$ cat src/rtl/bbot_quadrature_velocity_meter.sv
// Quadrature velocity meter: samples a free-running 32-bit position count once per
// window and reports the saturated signed delta, a 4-window moving average, the
// direction of the last nonzero delta and a stall flag.
module bbot_quadrature_velocity_meter #(
   parameter int unsigned SAMPLE_PERIOD = 50000,
   parameter int unsigned STALL_WINDOWS = 8
) (
   input  logic               clock,
   input  logic               reset,
   input  logic               enable,
   input  logic [31:0]        count_in,
   output logic signed [15:0] velocity,
   output logic signed [15:0] velocity_avg,
   output logic               velocity_valid,
   output logic               direction,
   output logic               stalled,
   output logic               saturated
);

   localparam int unsigned     CntW   = (SAMPLE_PERIOD > 1) ? $clog2(SAMPLE_PERIOD) : 1;
   localparam logic [CntW-1:0] CntMax = CntW'(SAMPLE_PERIOD - 1);
   localparam logic [7:0]      ZMax   = 8'(STALL_WINDOWS);

   typedef enum logic [1:0] {StIdle, StPrime, StRun} state_e;

   state_e                 state_q, state_d;
   logic [CntW-1:0]        cnt_q, cnt_d;
   logic [31:0]            prev_q, prev_d;
   logic [3:0][15:0]       hist_q, hist_d;
   logic signed [15:0]     vel_q, vel_d;
   logic signed [15:0]     avg_q, avg_d;
   logic                   valid_q, valid_d;
   logic                   dir_q, dir_d;
   logic                   stall_q, stall_d;
   logic                   sat_q, sat_d;
   logic [7:0]             zrun_q, zrun_d;

   logic                   tick;
   logic signed [31:0]     delta;
   logic signed [15:0]     vel_clamp;
   logic                   clamp_hit;
   logic signed [17:0]     sum;

   assign tick = (cnt_q == CntMax);

   // Window delta (modular, so counter wrap is seamless), clamp and new 4-entry sum.
   always_comb begin
      delta     = $signed(count_in - prev_q);
      clamp_hit = 1'b1;
      if (delta > 32'sd32767) begin
         vel_clamp = 16'sh7fff;
      end else if (delta < -32'sd32768) begin
         vel_clamp = 16'sh8000;
      end else begin
         vel_clamp = delta[15:0];
         clamp_hit = 1'b0;
      end
      sum = {{2{vel_clamp[15]}}, vel_clamp}
          + $signed({{2{hist_q[0][15]}}, hist_q[0]})
          + $signed({{2{hist_q[1][15]}}, hist_q[1]})
          + $signed({{2{hist_q[2][15]}}, hist_q[2]});
   end

   // State register.
   always_ff @(posedge clock) begin
      if (reset) begin
         state_q <= StIdle;
      end else begin
         state_q <= state_d;
      end
   end

   // Next state: enable low always returns to idle; PRIME only waits for one window.
   always_comb begin
      state_d = state_q;
      if (!enable) begin
         state_d = StIdle;
      end else begin
         case (state_q)
            StIdle:  state_d = StPrime;
            StPrime: if (tick) state_d = StRun;
            StRun:   state_d = StRun;
            default: state_d = StIdle;
         endcase
      end
   end

   // Datapath next state: window counter, baseline, measurement outputs.
   always_comb begin
      cnt_d   = cnt_q;
      prev_d  = prev_q;
      hist_d  = hist_q;
      vel_d   = vel_q;
      avg_d   = avg_q;
      valid_d = 1'b0;
      dir_d   = dir_q;
      stall_d = stall_q;
      sat_d   = sat_q;
      zrun_d  = zrun_q;
      if (!enable || state_q == StIdle) begin
         cnt_d   = '0;
         hist_d  = '0;
         vel_d   = '0;
         avg_d   = '0;
         dir_d   = 1'b0;
         stall_d = 1'b0;
         zrun_d  = '0;
         // Saturation is sticky through idle and only cleared when a new run starts.
         if (enable) sat_d = 1'b0;
      end else begin
         cnt_d = tick ? '0 : cnt_q + 1'b1;
         if (tick) begin
            prev_d = count_in;
            if (state_q == StRun) begin
               vel_d   = vel_clamp;
               hist_d  = {hist_q[2:0], vel_clamp};
               avg_d   = 16'(sum >>> 2);
               valid_d = 1'b1;
               if (clamp_hit) sat_d = 1'b1;
               if (delta > 0) dir_d = 1'b1;
               else if (delta < 0) dir_d = 1'b0;
               if (delta == 0) zrun_d = (zrun_q >= ZMax) ? zrun_q : zrun_q + 8'd1;
               else zrun_d = '0;
               stall_d = (zrun_d >= ZMax);
            end
         end
      end
   end

   // Datapath registers.
   always_ff @(posedge clock) begin
      if (reset) begin
         cnt_q   <= '0;
         prev_q  <= '0;
         hist_q  <= '0;
         vel_q   <= '0;
         avg_q   <= '0;
         valid_q <= 1'b0;
         dir_q   <= 1'b0;
         stall_q <= 1'b0;
         sat_q   <= 1'b0;
         zrun_q  <= '0;
      end else begin
         cnt_q   <= cnt_d;
         prev_q  <= prev_d;
         hist_q  <= hist_d;
         vel_q   <= vel_d;
         avg_q   <= avg_d;
         valid_q <= valid_d;
         dir_q   <= dir_d;
         stall_q <= stall_d;
         sat_q   <= sat_d;
         zrun_q  <= zrun_d;
      end
   end

   assign velocity       = vel_q;
   assign velocity_avg   = avg_q;
   assign velocity_valid = valid_q;
   assign direction      = dir_q;
   assign stalled        = stall_q;
   assign saturated      = sat_q;

endmodule
$ cat config.mk
export PLATFORM = sky130hd
export DESIGN_NAME = bbot_quadrature_velocity_meter
export DESIGN_NICKNAME = d
export VERILOG_FILES = /design/src/rtl/bbot_quadrature_velocity_meter.sv
export SDC_FILE = /design/constraint.sdc
export NUM_CORES = 1
export LEC_CHECK = 0
export CAP_MARGIN = 20
export CORE_AREA = 5 5 109 151
export CTS_BUF_LIST = sky130_fd_sc_hd__clkbuf_8
export DETAILED_ROUTE_END_ITERATION = 10
export DIE_AREA = 0 0 114 156
export GPL_TIMING_DRIVEN = 0
export PLACE_DENSITY = 0.78
export SLEW_MARGIN = 15
export SYNTH_ARGS = -nofsm -noshare
export SYNTH_HDL_FRONTEND = slang
export SYNTH_SLANG_ARGS = --single-unit
$ cat constraint.sdc
create_clock -name clock -period 19.25 [get_ports clock]
set_input_delay 2.8875 -clock clock [delete_from_list [all_inputs] [get_ports clock]]
set_output_delay 2.8875 -clock clock [all_outputs]
set_load 0.005 [all_outputs]
After elaboration in Yosys (flattened, before gate mapping)
Index checks and enable logic that the tools add are counted.

Register bits: 126. Output and inout bits: 36.

Add/subtract/negate cells: 6. Order comparisons: 6. Equality and inequality tests: 5. Multiplexer cells: 19. Bitwise gates (word level): 3. Reduce and logical (&&, ||, !) cells: 16.

Operators with widths (count): 2-to-1 mux 8 bit (5); greater-than comparator 32 x 1 -> 1 bit, second input constant (1); greater-than comparator 32 x 16 -> 1 bit, second input constant (1); logical NOT 32 bit (1); less-than comparator 32 x 1 -> 1 bit, second input constant (1); less-than comparator 32 x 16 -> 1 bit, second input constant (1); 2-to-1 mux 16 bit (2); subtractor 32 bit (1); adder 17 x 16 -> 18 bit (1); adder 18 bit (1); adder 16 x 16 -> 17 bit (1); adder 16 x 1 -> 16 bit, second input constant (1); equality test 16 bit, second input constant (1); >= comparator 8 x 4 -> 1 bit, second input constant (2); 2-to-1 mux 1 bit (10); adder 8 x 1 -> 8 bit, second input constant (1); nonzero test 2 bit (4); case mux 2 bit (3 select lines) (1); OR reduction 3 bit (2); != test 2 bit, second input constant (2); AND reduction 2 bit (2); AND reduction 4 bit (1); OR reduction 2 bit (2); NOT 1 bit (3); other kinds (7) (7).

Logic depth before layout (Yosys ltp)
Depth in word-level cells: 8. Mapped depth: 31. Gate-level depth less buffers: 30.

Worst setup path before layout
OpenSTA, ideal clock, no wires.

Kind: input-to-reg. Start point: input port count_in[0]. End point: register avg_q[15], in the netlist velocity_avg[15]. Library setup time: 139 ps. Data arrival time: 8549 ps. Required time: 19111 ps. Path slack: 10562 ps. Stages: 30. Buffers on the path: 1. Cell sequence: inv_1 > ha_1 > fa_1 > nor2b_1 > o211ai_1 > a21oi_1 > a211oi_1 > xnor2_1 > or3_1 > nor3_1 > nand4_1 > nand2_1 > clkbuf_1 > o21ai_1 > fa_1 > inv_1 > fa_1 > nor2b_1 > o21ai_0 > a21boi_0 > o21ai_0 > a21oi_1 > o21ai_0 > a21boi_0 > o21ai_0 > a21oi_1 > a31oi_1 > o21bai_1 > mux2i_1 > a221oi_1.

Word-level cells in the longest chain between the ends: 7.

Ends and longest elaborated chain: from (decl) (line 11) `input logic [31:0] count_in,`; subtractor 32 bit * (line 48) `delta = $signed(count_in - prev_q);`; less-than comparator 32 x 16 -> 1 bit (line 52) `end else if (delta < -32'sd32768) begin`; 2-to-1 mux 16 bit (line 52); 2-to-1 mux 16 bit * (line 50) `if (delta > 32'sd32767) begin`; via vel_clamp[2] (line 40) `logic signed [15:0] vel_clamp;`; adder 16 x 16 -> 17 bit * (line 59) `+ $signed({{2{hist_q[0][15]}}, hist_q[0]})`; adder 17 x 16 -> 18 bit * (line 60) `+ $signed({{2{hist_q[1][15]}}, hist_q[1]})`; adder 18 bit * (line 61) `+ $signed({{2{hist_q[2][15]}}, hist_q[2]});`; to (signal assigned) (line 148) `avg_q <= avg_d;`; to (decl) (line 31) `logic signed [15:0] avg_q, avg_d;`.

Mark *: on every way through the listed nets, which the timed path passes. The rest lies on a longest branch. A chain may end at the register's enable or synchronous reset.

Worst setup path after layout
Same ends and word-level chain as after synthesis.

==> run summary <==
Status = complete, no violations
Most frequent standard cell in the layout excluding fill and tap cells = nand2_1
Setup Viol. Count Final = 0
Hold path startpoint = velocity_avg[4]
Fillcell total = 1364
CP max stage cell = fa_1
Aggregate global routing overflow = 0
Number of top-level pins = 71
Avg Vias per Cell = 5.68
Clk pwr share = 0.391
Starting utilization of the core area = 0.566
Overall Power = 0.000588 W
Share of flip-flops with an asynchronous set or reset = 0
Clock sink count = 126
Worst-skew pair later-pin latency = 0.45 ns
Combined flip-flop and latch cell area = 2520 sq um
Global routing usage summed across all routing layers = 0.251
Setup repair after global routing missed its margin = false
Core area = 14900 sq um
Master cell of the clock root buffer = clkbuf_8
Worst IR drop on VDD = 0.0396 mV
P_sw = 0.000171 W
Clock H-tree levels = 4
Top flip-flop cell by instance count after synthesis = dfxtp_1
CP dominant cell by count = o21ai_0
Sequential area share after synthesis = 0.299
Comb pwr share = 0.165
Residual DRC count = 0
Cell-internal power = 0.000417 W
Category of the worst setup path capture point = flip-flop
Hold Path Class = reg2reg
Largest net degree at the start of global routing = 17
Clock slew at reported path FFs = 0.08 ns
Compound-Gate Fraction of Synth Area = 0.183
Initial antenna violation count = 0
End point of the worst hold path = velocity_avg[4]
Routability congestion estimate = 0.957
Synth unique cells = 68
Total number of vias = 7899
Worst Skew = 0.0110 ns
Count of maximum capacitance violations = 0
Worst slew pin tran = 0.755 ns
Hold Buf Count CTS = 0
Global-route wire length before repair = 35900 um
TritonCTS buffer count = 17
Fin Setup TNS = 0 ns
Antenna Diode Count = 0
Count of placed standard cells in the final layout, fillers left out = 1390
Post-synth net total = 1219
Fraction of final layout cells with drive strength greater than 1 = 0.0584
Port-buffer cells = 69
Setup fix buffers added after clock tree synthesis = 0
Hold Path Stages = 2
Synth Area in Simple Gates = 0.237
Xor-xnor portion of the synthesized cell area = 0.0477
Number of detailed-route iterations in the first pass = 5
FF-to-FF Start = prev_q[13]
Library cell with the largest summed area after synthesis = dfxtp_1
Syn. warnings = 0
Post-synthesis sequential element count = 126
Die area = 17800 sq um
Cell count after placement = 1359
Routed wirelength normalized by instance count = 15.8 um
Proportion of synthesized area in mux cells = 0.00592
Number of violations reported at the end of detailed-routing iteration 0 = 335
Nature of the critical path startpoint = input port
Static Leakage = 3.58 nW
Number of pins with negative max-slew slack in the final report = 0
Cell area after synthesis = 8450 sq um
Post-Route WL = 21900 um
Required time of the critical path = 19.56 ns
Max incr delay on CP = 0.61 ns
Fin crit period = 10.23 ns
Floorplan die width = 114 um
Worst Setup Path Type = in2reg
Reg2Reg Depth = 29
R2r setup slk = 11.69 ns
Post-CTS resize count = 0
Area delta synth->final = 15.5%
Max Clock Freq = 97.8 MHz
TritonCTS clock tree = built
Overall die height = 156 um
Number of global-route vias before repair = 7617
Largest cells by area after synthesis = dfxtp_1 30%, nand2_1 9.3%, fa_1 8.1%
Max Buffers Root-to-Sink = 2
Average cell area after synthesis = 7.69 sq um
Adder-Cell Fraction of Synth Area = 0.158
Largest family of logic cells by synthesized area = simple AND/OR/NAND/NOR gates
Net total in the final layout = 1307
Synthesized netlist cell count = 1098
Worst-case headroom to the max-slew limit = 0.497
HPWL reported at the end of detailed placement = 17200 um
Routed Antenna Nets = 0
Area share of the largest cell type after synthesis = 0.299
Power per Cell Area = 60.3 nW/um^2
Final clock period utilization by the worst path = 0.531
Switching Share = 0.291
Critical R2R Capture = velocity_avg[15]
Final Hold Viols = 0
Post-synth EDFFs = 0
Area occupied by multi-input gates = 5330 sq um
Worst Path Max Fanout = 10
WP data arrival = 10.54 ns
Relative contribution of sequential cells to total power = 0.444
Number of rows created at floorplan = 53
Most frequent cells in the layout = 210 x nand2_1, 133 x a21oi_1, 126 x dfxtp_1, 88 x nor2_1, 78 x inv_1
[Yosys cell counts, drive strengths merged, types with 24 or more instances]
master	n
nand2	211
a21oi	133
dfxtp	126
nor2	88
inv	76
ha	52
o21ai	50
clkbuf	40
fa	34
nand3	28
nor3	26
buf	25
xnor2	24
[metal layers]
layer / up-vias / GRT usage / share of wire
li1: 3895 / - / -
met1: 3698 / 0.270 / 0.38
met2: 228 / 0.460 / 0.53
met3: 78 / 0.0508 / 0.054
met4: 0 / 0.126 / 0.043
met5: - / 0 / 0
[registers in the layout, indices dropped and copies added (netlist names)]
signal,cells
velocity,16
velocity_avg,16
prev_q,32
direction,1
stalled,1
state_q,2
hist_q,32
saturated,1
cnt_q,16
velocity_valid,1
zrun_q,8
[worst max-delay path by stage]
stage / from / to / slack (ns) / cells after the start
after floorplan: count_in[0] / velocity_avg[15] / 10.56 / 30
after global placement: count_in[0] / velocity_avg[15] / 8.81 / 31
after detailed placement: count_in[0] / velocity_avg[15] / 8.62 / 31
after CTS: count_in[0] / velocity_avg[15] / 9.09 / 31
after global routing: count_in[0] / velocity_avg[15] / 8.37 / 31
final: count_in[0] / velocity_avg[15] / 9.02 / 31
[power by group through the flow]
stage / Combinational (W) / Sequential [W] / Clock (W)
6_report: 0.0000972 / 0.000261 / 0.000230
5_1_grt: 0.000107 / 0.000261 / 0.000246
4_1_cts: 0.0000960 / 0.000261 / 0.000233
3_5_place_dp: 0.0000952 / 0.000267 / 0
3_3_place_gp: 0.0000939 / 0.000267 / 0
2_1_floorplan: 0.0000672 / 0.000267 / 0
[through the flow]
stage	hold slack [ns]	cell area, sq um	setup slack, ns	utilization
2_1_floorplan	0.420	8450	10.56	-
3_3_place_gp	0.434	9380	8.81	0.629
3_5_place_dp	0.441	9380	8.62	0.629
4_1_cts	0.457	9760	9.09	0.654
5_1_grt	0.474	9760	8.37	0.654
6_report	0.455	9760	9.02	0.654
[worst max-delay path, delay by kind of cell]
family	cells	cell delay, ns
simple gates	5	1.25
buf+inv	4	1.02
compound gates	16	3.31
mux	1	0.20
xor+xnor	1	0.14
fa+ha+maj	4	1.70
[cells by family (layout without fill, tap and decap cells)]
| logic type | Yosys count | in the layout |
|---|---|---|
| and+or+nand+nor | 436 | 436 |
| xor gates and xnor gates | 46 | 46 |
| muxes | 5 | 5 |
| adders and majority gates | 86 | 86 |
| buffers and inverters | 141 | 241 |
| AOI/OAI and AO/OA | 258 | 258 |
| DFF | 126 | 126 |
[layout make-up]
| cell class | instances | area share |
|---|---|---|
| Clock buffer | 19 | 0.0268 |
| Timing Repair Buffer | 69 | 0.0708 |
| Multi-Input combinational cell | 831 | 0.546 |
| Tap cell | 192 | 0.0246 |
| Sequential cell | 126 | 0.258 |
| Inverter | 76 | 0.0292 |
| Buffer | 65 | 0.0323 |
| Clock inverter | 12 | 0.0123 |
Note: power is estimated with default switching activity, not from simulation.
